==> config.mk <==
export PLATFORM = sky130hd
export DESIGN_NAME = spi_slave_sync
export DESIGN_NICKNAME = d
export VERILOG_FILES = /design/src/rtl/spi_sync_pkg.sv /design/src/rtl/spi_edge_sync.sv /design/src/rtl/spi_slave_sync.sv
export SDC_FILE = /design/constraint.sdc
export NUM_CORES = 1
export LEC_CHECK = 0
export BUFFER_PORTS_ARGS = -buffer_cell sky130_fd_sc_hd__buf_2
export CAP_MARGIN = 40
export CELL_PAD_IN_SITES_DETAIL_PLACEMENT = 0
export CELL_PAD_IN_SITES_GLOBAL_PLACEMENT = 2
export CORE_ASPECT_RATIO = 0.7
export CORE_MARGIN = 5
export CORE_UTILIZATION = 34
export CTS_CLUSTER_SIZE = 30
export DETAILED_ROUTE_END_ITERATION = 7
export PLACE_DENSITY = 0.83
export REMOVE_ABC_BUFFERS = 1
export SYNTH_ARGS = -nofsm -noshare
export SYNTH_HDL_FRONTEND = slang
export SYNTH_SLANG_ARGS = --single-unit
==> constraint.sdc <==
create_clock -name i_slave_clk -period 1.4 [get_ports i_slave_clk]
set_input_delay 0.14 -clock i_slave_clk [delete_from_list [all_inputs] [get_ports i_slave_clk]]
set_output_delay 0.14 -clock i_slave_clk [all_outputs]
set_load 0.03 [all_outputs]
==> src/rtl/spi_sync_pkg.sv <==
// Shared types and helpers for the system-clocked SPI slave (spi_slave_sync).
package spi_sync_pkg;

    localparam int BYTE_W = 8;

    typedef enum logic [1:0] {
        IDLE,
        LOAD,
        SHIFT
    } state_t;

    // Splits an SPI mode number 0..3 into {cpol, cpha}.
    function automatic logic [1:0] mode_bits(input int mode);
        logic [1:0] bits;
        bits = mode[1:0];
        return bits;
    endfunction

endpackage

==> src/rtl/spi_edge_sync.sv <==
// Multi-flop synchronizer for one asynchronous input, with single-cycle rise/fall pulses
// derived from the synchronized level and a one-cycle-delayed copy of it.
module spi_edge_sync #(
    parameter int   STAGES    = 2,
    parameter logic RESET_VAL = 1'b0
) (
    input  logic clk,
    input  logic rst,
    input  logic async_in,
    output logic level,
    output logic rise,
    output logic fall
);

    logic [STAGES-1:0] chain;
    logic              prev;

    // Reset to the line's idle level so that leaving reset produces no spurious edge.
    always_ff @(posedge clk) begin
        if (rst) begin
            chain <= {STAGES{RESET_VAL}};
            prev  <= RESET_VAL;
        end else begin
            chain <= {chain[STAGES-2:0], async_in};
            prev  <= chain[STAGES-1];
        end
    end

    assign level = chain[STAGES-1];
    assign rise  = level & ~prev;
    assign fall  = ~level & prev;

endmodule

==> src/rtl/spi_slave_sync.sv <==
// SPI slave clocked entirely from the system clock: oversamples SCLK/CS_n/MOSI, full-duplex MSB-first bytes.
// Defining SPI_SLAVE_STATUS_EN adds sticky RX-overrun / TX-underrun flags with ack and clear inputs.
module spi_slave_sync
    import spi_sync_pkg::*;
#(
    parameter int                SPI_MODE    = 0,
    parameter int                SYNC_STAGES = 2,
    parameter logic [BYTE_W-1:0] DEFAULT_TX  = 8'hFF
) (
    input  logic              i_slave_clk,
    input  logic              i_slave_rst,
    input  logic              i_SLAVE_TX_VALID,
    input  logic [BYTE_W-1:0] i_SLAVE_TX_BYTE,
    output logic              o_SLAVE_TX_READY,
    output logic              o_SLAVE_RX_VALID,
    output logic [BYTE_W-1:0] o_SLAVE_RX_BYTE,
    output logic              o_SLAVE_BUSY,
`ifdef SPI_SLAVE_STATUS_EN
    input  logic              i_SLAVE_RX_ACK,
    input  logic              i_SLAVE_STATUS_CLR,
    output logic              o_SLAVE_RX_OVERRUN,
    output logic              o_SLAVE_TX_UNDERRUN,
`endif
    input  logic              i_SLAVE_SPI_SCLK,
    input  logic              i_SLAVE_SPI_CS_n,
    input  logic              i_SLAVE_SPI_MOSI,
    output logic              o_SLAVE_SPI_MISO,
    output logic              o_SLAVE_SPI_MISO_OE
);

    localparam logic [1:0] MODE_BITS = mode_bits(SPI_MODE);
    localparam logic       CPOL      = MODE_BITS[1];
    localparam logic       CPHA      = MODE_BITS[0];
    localparam int         CNT_W     = $clog2(BYTE_W);

    logic sclk_level, sclk_rise, sclk_fall;
    logic cs_level, cs_rise, cs_fall;
    logic mosi_level, mosi_rise, mosi_fall;
    logic unused_sync;

    state_t              state, next_state;
    logic [BYTE_W-1:0]   tx_shift, rx_shift, rx_byte, hold_byte;
    logic [CNT_W-1:0]    bit_cnt;
    logic                hold_full, tx_ready, rx_valid, miso_oe;
    logic                lead_edge, trail_edge, sample_edge, shift_edge, last_bit;
    logic                load_now, rx_done, accept, take, hold_full_next;

    spi_edge_sync #(.STAGES(SYNC_STAGES), .RESET_VAL(CPOL)) u_sclk_sync (
        .clk(i_slave_clk), .rst(i_slave_rst), .async_in(i_SLAVE_SPI_SCLK),
        .level(sclk_level), .rise(sclk_rise), .fall(sclk_fall)
    );

    spi_edge_sync #(.STAGES(SYNC_STAGES), .RESET_VAL(1'b1)) u_cs_sync (
        .clk(i_slave_clk), .rst(i_slave_rst), .async_in(i_SLAVE_SPI_CS_n),
        .level(cs_level), .rise(cs_rise), .fall(cs_fall)
    );

    spi_edge_sync #(.STAGES(SYNC_STAGES), .RESET_VAL(1'b0)) u_mosi_sync (
        .clk(i_slave_clk), .rst(i_slave_rst), .async_in(i_SLAVE_SPI_MOSI),
        .level(mosi_level), .rise(mosi_rise), .fall(mosi_fall)
    );

    assign unused_sync = ^{sclk_level, cs_rise, mosi_rise, mosi_fall};

    assign lead_edge   = CPOL ? sclk_fall : sclk_rise;
    assign trail_edge  = CPOL ? sclk_rise : sclk_fall;
    assign sample_edge = CPHA ? trail_edge : lead_edge;
    assign shift_edge  = CPHA ? lead_edge : trail_edge;
    assign last_bit    = (bit_cnt == CNT_W'(BYTE_W - 1));

    assign load_now = (state == LOAD) && !cs_level;
    assign rx_done  = (state == SHIFT) && !cs_level && sample_edge && last_bit;
    assign accept   = i_SLAVE_TX_VALID && tx_ready;
    assign take     = load_now && hold_full;
    assign hold_full_next = take ? 1'b0 : (accept ? 1'b1 : hold_full);

    always_ff @(posedge i_slave_clk) begin
        if (i_slave_rst) state <= IDLE;
        else             state <= next_state;
    end

    always_comb begin
        next_state = state;
        if (cs_level) begin
            next_state = IDLE;
        end else begin
            case (state)
                IDLE:    if (cs_fall) next_state = LOAD;
                LOAD:    next_state = SHIFT;
                SHIFT:   if (sample_edge && last_bit) next_state = LOAD;
                default: next_state = IDLE;
            endcase
        end
    end

    // A byte accepted in the same cycle as LOAD stays in holding; LOAD only sees what was already there.
    always_ff @(posedge i_slave_clk) begin
        if (i_slave_rst) begin
            hold_full <= 1'b0;
            hold_byte <= '0;
            tx_ready  <= 1'b0;
        end else begin
            hold_full <= hold_full_next;
            tx_ready  <= !hold_full_next;
            if (accept) hold_byte <= i_SLAVE_TX_BYTE;
        end
    end

    // The first shift edge of each byte only presents the MSB already loaded, hence the bit_cnt guard.
    always_ff @(posedge i_slave_clk) begin
        if (i_slave_rst) begin
            tx_shift <= '0;
            rx_shift <= '0;
            rx_byte  <= '0;
            bit_cnt  <= '0;
            rx_valid <= 1'b0;
            miso_oe  <= 1'b0;
        end else begin
            rx_valid <= 1'b0;
            if (cs_level) begin
                tx_shift <= '0;
                rx_shift <= '0;
                bit_cnt  <= '0;
                miso_oe  <= 1'b0;
            end else begin
                case (state)
                    LOAD: begin
                        tx_shift <= hold_full ? hold_byte : DEFAULT_TX;
                        bit_cnt  <= '0;
                        miso_oe  <= 1'b1;
                    end
                    SHIFT: begin
                        if (shift_edge && bit_cnt != '0) tx_shift <= {tx_shift[BYTE_W-2:0], 1'b0};
                        if (sample_edge) begin
                            rx_shift <= {rx_shift[BYTE_W-2:0], mosi_level};
                            bit_cnt  <= bit_cnt + 1'b1;
                        end
                        if (rx_done) begin
                            rx_byte  <= {rx_shift[BYTE_W-2:0], mosi_level};
                            rx_valid <= 1'b1;
                        end
                    end
                    default: ;
                endcase
            end
        end
    end

`ifdef SPI_SLAVE_STATUS_EN
    logic rx_pending, rx_overrun, tx_underrun;

    // Sticky flags: a set condition beats a simultaneous clear.
    always_ff @(posedge i_slave_clk) begin
        if (i_slave_rst) begin
            rx_pending  <= 1'b0;
            rx_overrun  <= 1'b0;
            tx_underrun <= 1'b0;
        end else begin
            rx_pending <= rx_done | (rx_pending & ~i_SLAVE_RX_ACK);
            if (rx_done && rx_pending && !i_SLAVE_RX_ACK) rx_overrun <= 1'b1;
            else if (i_SLAVE_STATUS_CLR)                  rx_overrun <= 1'b0;
            if (load_now && !hold_full)    tx_underrun <= 1'b1;
            else if (i_SLAVE_STATUS_CLR)   tx_underrun <= 1'b0;
        end
    end

    assign o_SLAVE_RX_OVERRUN  = rx_overrun;
    assign o_SLAVE_TX_UNDERRUN = tx_underrun;
`endif

    assign o_SLAVE_TX_READY    = tx_ready;
    assign o_SLAVE_RX_VALID    = rx_valid;
    assign o_SLAVE_RX_BYTE     = rx_byte;
    assign o_SLAVE_BUSY        = ~cs_level;
    assign o_SLAVE_SPI_MISO    = miso_oe & tx_shift[BYTE_W-1];
    assign o_SLAVE_SPI_MISO_OE = miso_oe;

endmodule

==> impl_metrics.csv <==
group,metric,value,unit
sta,tns,0,ns
worst_setup_path,cp.arrival,1.46,ns
global_route,grt_max_degree,16,
floorplanning,rows,23,
routing,route.detailed.drc,0,
layout,ff_latch_area,964.7,um^2
worst_setup_path,cp_max_fo,5,
routing,initialDrtViolationCount,64,
pwr,pwr-share-seq,59.1,%
pwr,power.density,1029,nW/um^2
placement,hpwlAfterDp,2895,um
placement,placed_cells,315,
routing,wirelength,4156,um
synth,synth_ff_type,"dfxtp_1",
placement,portBuffers,26,
synth,synthAdderAreaFrac,1.947,%
synth,synth_edf_count,0,
pwr,combPwrFrac,5.4,%
synth,synth_compound_area_share,15.51,%
clock_network,htreeDepth,2,
floorplanning,die_x,100.0,um
synth,synth_top_family_by_area,"simple AND/OR/NAND/NOR gates",
synth,seq_area_frac_synth,49.84,%
synth,synthTopCellsByArea,"dfxtp_1, nand2_1, a21oi_1, mux2i_1, or3b_1",
synth,synth_simple_gate_area_share,23.69,%
sta,grt_setup_unrepaired,"no",
synth,netlist.area_leader.share,49.84,%
clock_network,clock_latency,0.30,ns
synth,ys_ff_latch,48,
floorplanning,dieArea,7301,um^2
sta,timing.fmax,775.1,MHz
routing,post_drt_via_cell_ratio,4.722,
sta,relSlewSlack,66.67,%
synth,async_flop_share,0,%
synth,synth_area_leader_cell,"dfxtp_1",
synth,syn_area_per_cell,9.010,um^2
synth,synthCells,214,
sta,fin_crit,1.290,ns
global_route,track_usage,12.11,%
placement,preCtsSetupSlack,0.02489,ns
clock_network,holdBufCountCts,0,
sta,setup_violations,0,
synth,syn_area,1928,um^2
global_route,grt_pass1_wl,7010,um
sta,slew_violations,0,
clock_network,clkTransAtPathRegs,0.08,ns
routing,first_pass_iters,4,
worst_setup_path,start_kind,"register",
sta,worst_slew_pin_slew,0.4994,ns
pwr,p_int,1.848,mW
pwr,p_clk_share,35.4,%
placement,gp_congestion,0.7403,
synth,synth.distinct_cells,33,
pwr,ir_drop,0.6034,mV
synth,synthMuxAreaShare,4.153,%
layout,fillers,605,
routing,drtAntennaViolNets,0,
pwr,swShare,22.48,%
clock_network,post-cts-setup-buffer-count,0,
clock_network,cts_tree,"built",
layout,final_cells,324,
synth,yosysMostFrequentCell,"dfxtp_1",
clock_network,cts_root_buf,"clkbuf_8",
clock_network,numCtsBuffers,5,
floorplanning,coreArea,5612,um^2
clock_network,clkSinkCount,48,
floorplanning,die_h,73.01,um
routing,wire_per_inst,12.83,um
worst_hold_path,hold_path.class,"input pin to register",
sta,finClkSkew,0.009518,ns
run,maxCapViolCount,0,
synth,yosysWarningCount,0,
worst_setup_path,worstPathRequired,1.57,ns
routing,num_vias,1530,
sta,timing.final.ws_setup,0.1098,ns
clock_network,post_cts_resize_count,0,
global_route,grt_overflow_total,0,
layout,layout.nets,265,
status,outcome,"finished, final reports clean",
global_route,grt_pass1_vias,1437,
worst_setup_path,crit_type,"register to register",
layout,n_antenna_cell,0,
sta,hold_violations,0,
sta,fin_crit_sh,92.15,%
layout,synthToLayoutAreaGrowth,20.18,%
clock_network,clockBufferDepth,2,
floorplanning,initial_utilization,34.36,%
layout,multi_input_area,890.9,um^2
synth,synth_xor_area_share,0,%
floorplanning,ios,27,
global_route,antenna_found_initial,0,
pwr,switchingPower,0.5360,mW
synth,synth_commonest_cells,"dfxtp_1, nand2_1, a21oi_1",
worst_setup_path,endpoint_kind,"register",
pwr,leakagePower,0.8828,nW
layout,drive_gt1_share,24.10,%
pwr,p_total,2.384,mW
worst paths after layout:
kind	startpoint	to	slack, ns	depth (start not counted)
setup / recovery	bit_cnt[0]	state[0]	0.11	5
hold / removal	i_SLAVE_SPI_CS_n	u_cs_sync.chain[0]	0.02	2
setup reg to reg	bit_cnt[0]	state[0]	0.11	5
hold reg to reg	u_cs_sync.chain[0]	u_cs_sync.chain[1]	0.42	1
sequential cells by signal, indices dropped and copies added (netlist names):
register	flops
hold_byte	8
o_SLAVE_SPI_MISO_OE	1
u_mosi_sync.chain	2
rx_shift	7
state	2
u_cs_sync.chain	2
o_SLAVE_RX_BYTE	8
u_cs_sync.prev	1
o_SLAVE_TX_READY	1
hold_full	1
o_SLAVE_RX_VALID	1
u_sclk_sync.chain	2
u_sclk_sync.prev	1
bit_cnt	3
tx_shift	8
logic make-up after synthesis:
family          count (synthesis)
simple gates                   86
compound gates                 49
flops                          48
buf+inv                        20
mux                             8
fa+ha+maj                       3
power by group through the flow:
stage,logic (mW),clock network (mW),registers (mW)
after floorplan,0.0594,0,1.44
after global placement,0.130,0,1.44
after detailed placement,0.131,0,1.44
after CTS,0.132,0.890,1.41
after global routing,0.147,0.943,1.41
final,0.129,0.845,1.41
critical path, cell delays in order (launching register included):
cell and delay [ns]:
dfxtp_2 0.33, ha_1 0.19, ha_2 0.19, and3b_2 0.26, mux2i_1 0.14, nor3_1 0.06
routing by layer:
metal,up-vias,GRT usage [%],routed length [um]
met4,0,3.587,54
met5,-,0,0
met1,691,18.07,2316
met2,26,16.63,1597
met3,7,3.629,188
li1,806,-,-
stage by stage:
stage	instance area [um^2]	hold WS, ns	utilization, %
final	2317	0.02186	41.29
after global routing	2317	0.01351	41.29
after CTS	2292	0.01003	40.85
after detailed placement	2198	0.3276	39.18
after global placement	2198	0.3217	39.18
after floorplan	1857	0.2091	-
layout by cell type (no fill, tap or decap), drive strengths merged:
cell       n
nand4bb    1
a31oi      1
nand3b     1
buf       40
nand3     11
a311o      1
clkinvlp   1
and2       2
a211oi     1
nor3       2
and3b      2
a311oi     1
dfxtp     48
nand2b     2
nor3b      1
and4bb     1
nand2     41
o21ai      9
clkinv     1
nor2       5
nor2b      8
a21oi     29
inv        5
mux2i      8
ha         3
or2        2
o311ai     7
clkbuf     7
or3b       8
area by class of cell:
class	count	area share [%]
Sequential cell	48	41.63
Multi-Input combinational cell	147	38.44
Timing Repair Buffer	40	10.85
Tap cell	75	4.050
Clock buffer	7	3.726
Inverter	6	0.9719
Clock inverter	1	0.3240
(Power assumes the default switching activity.)
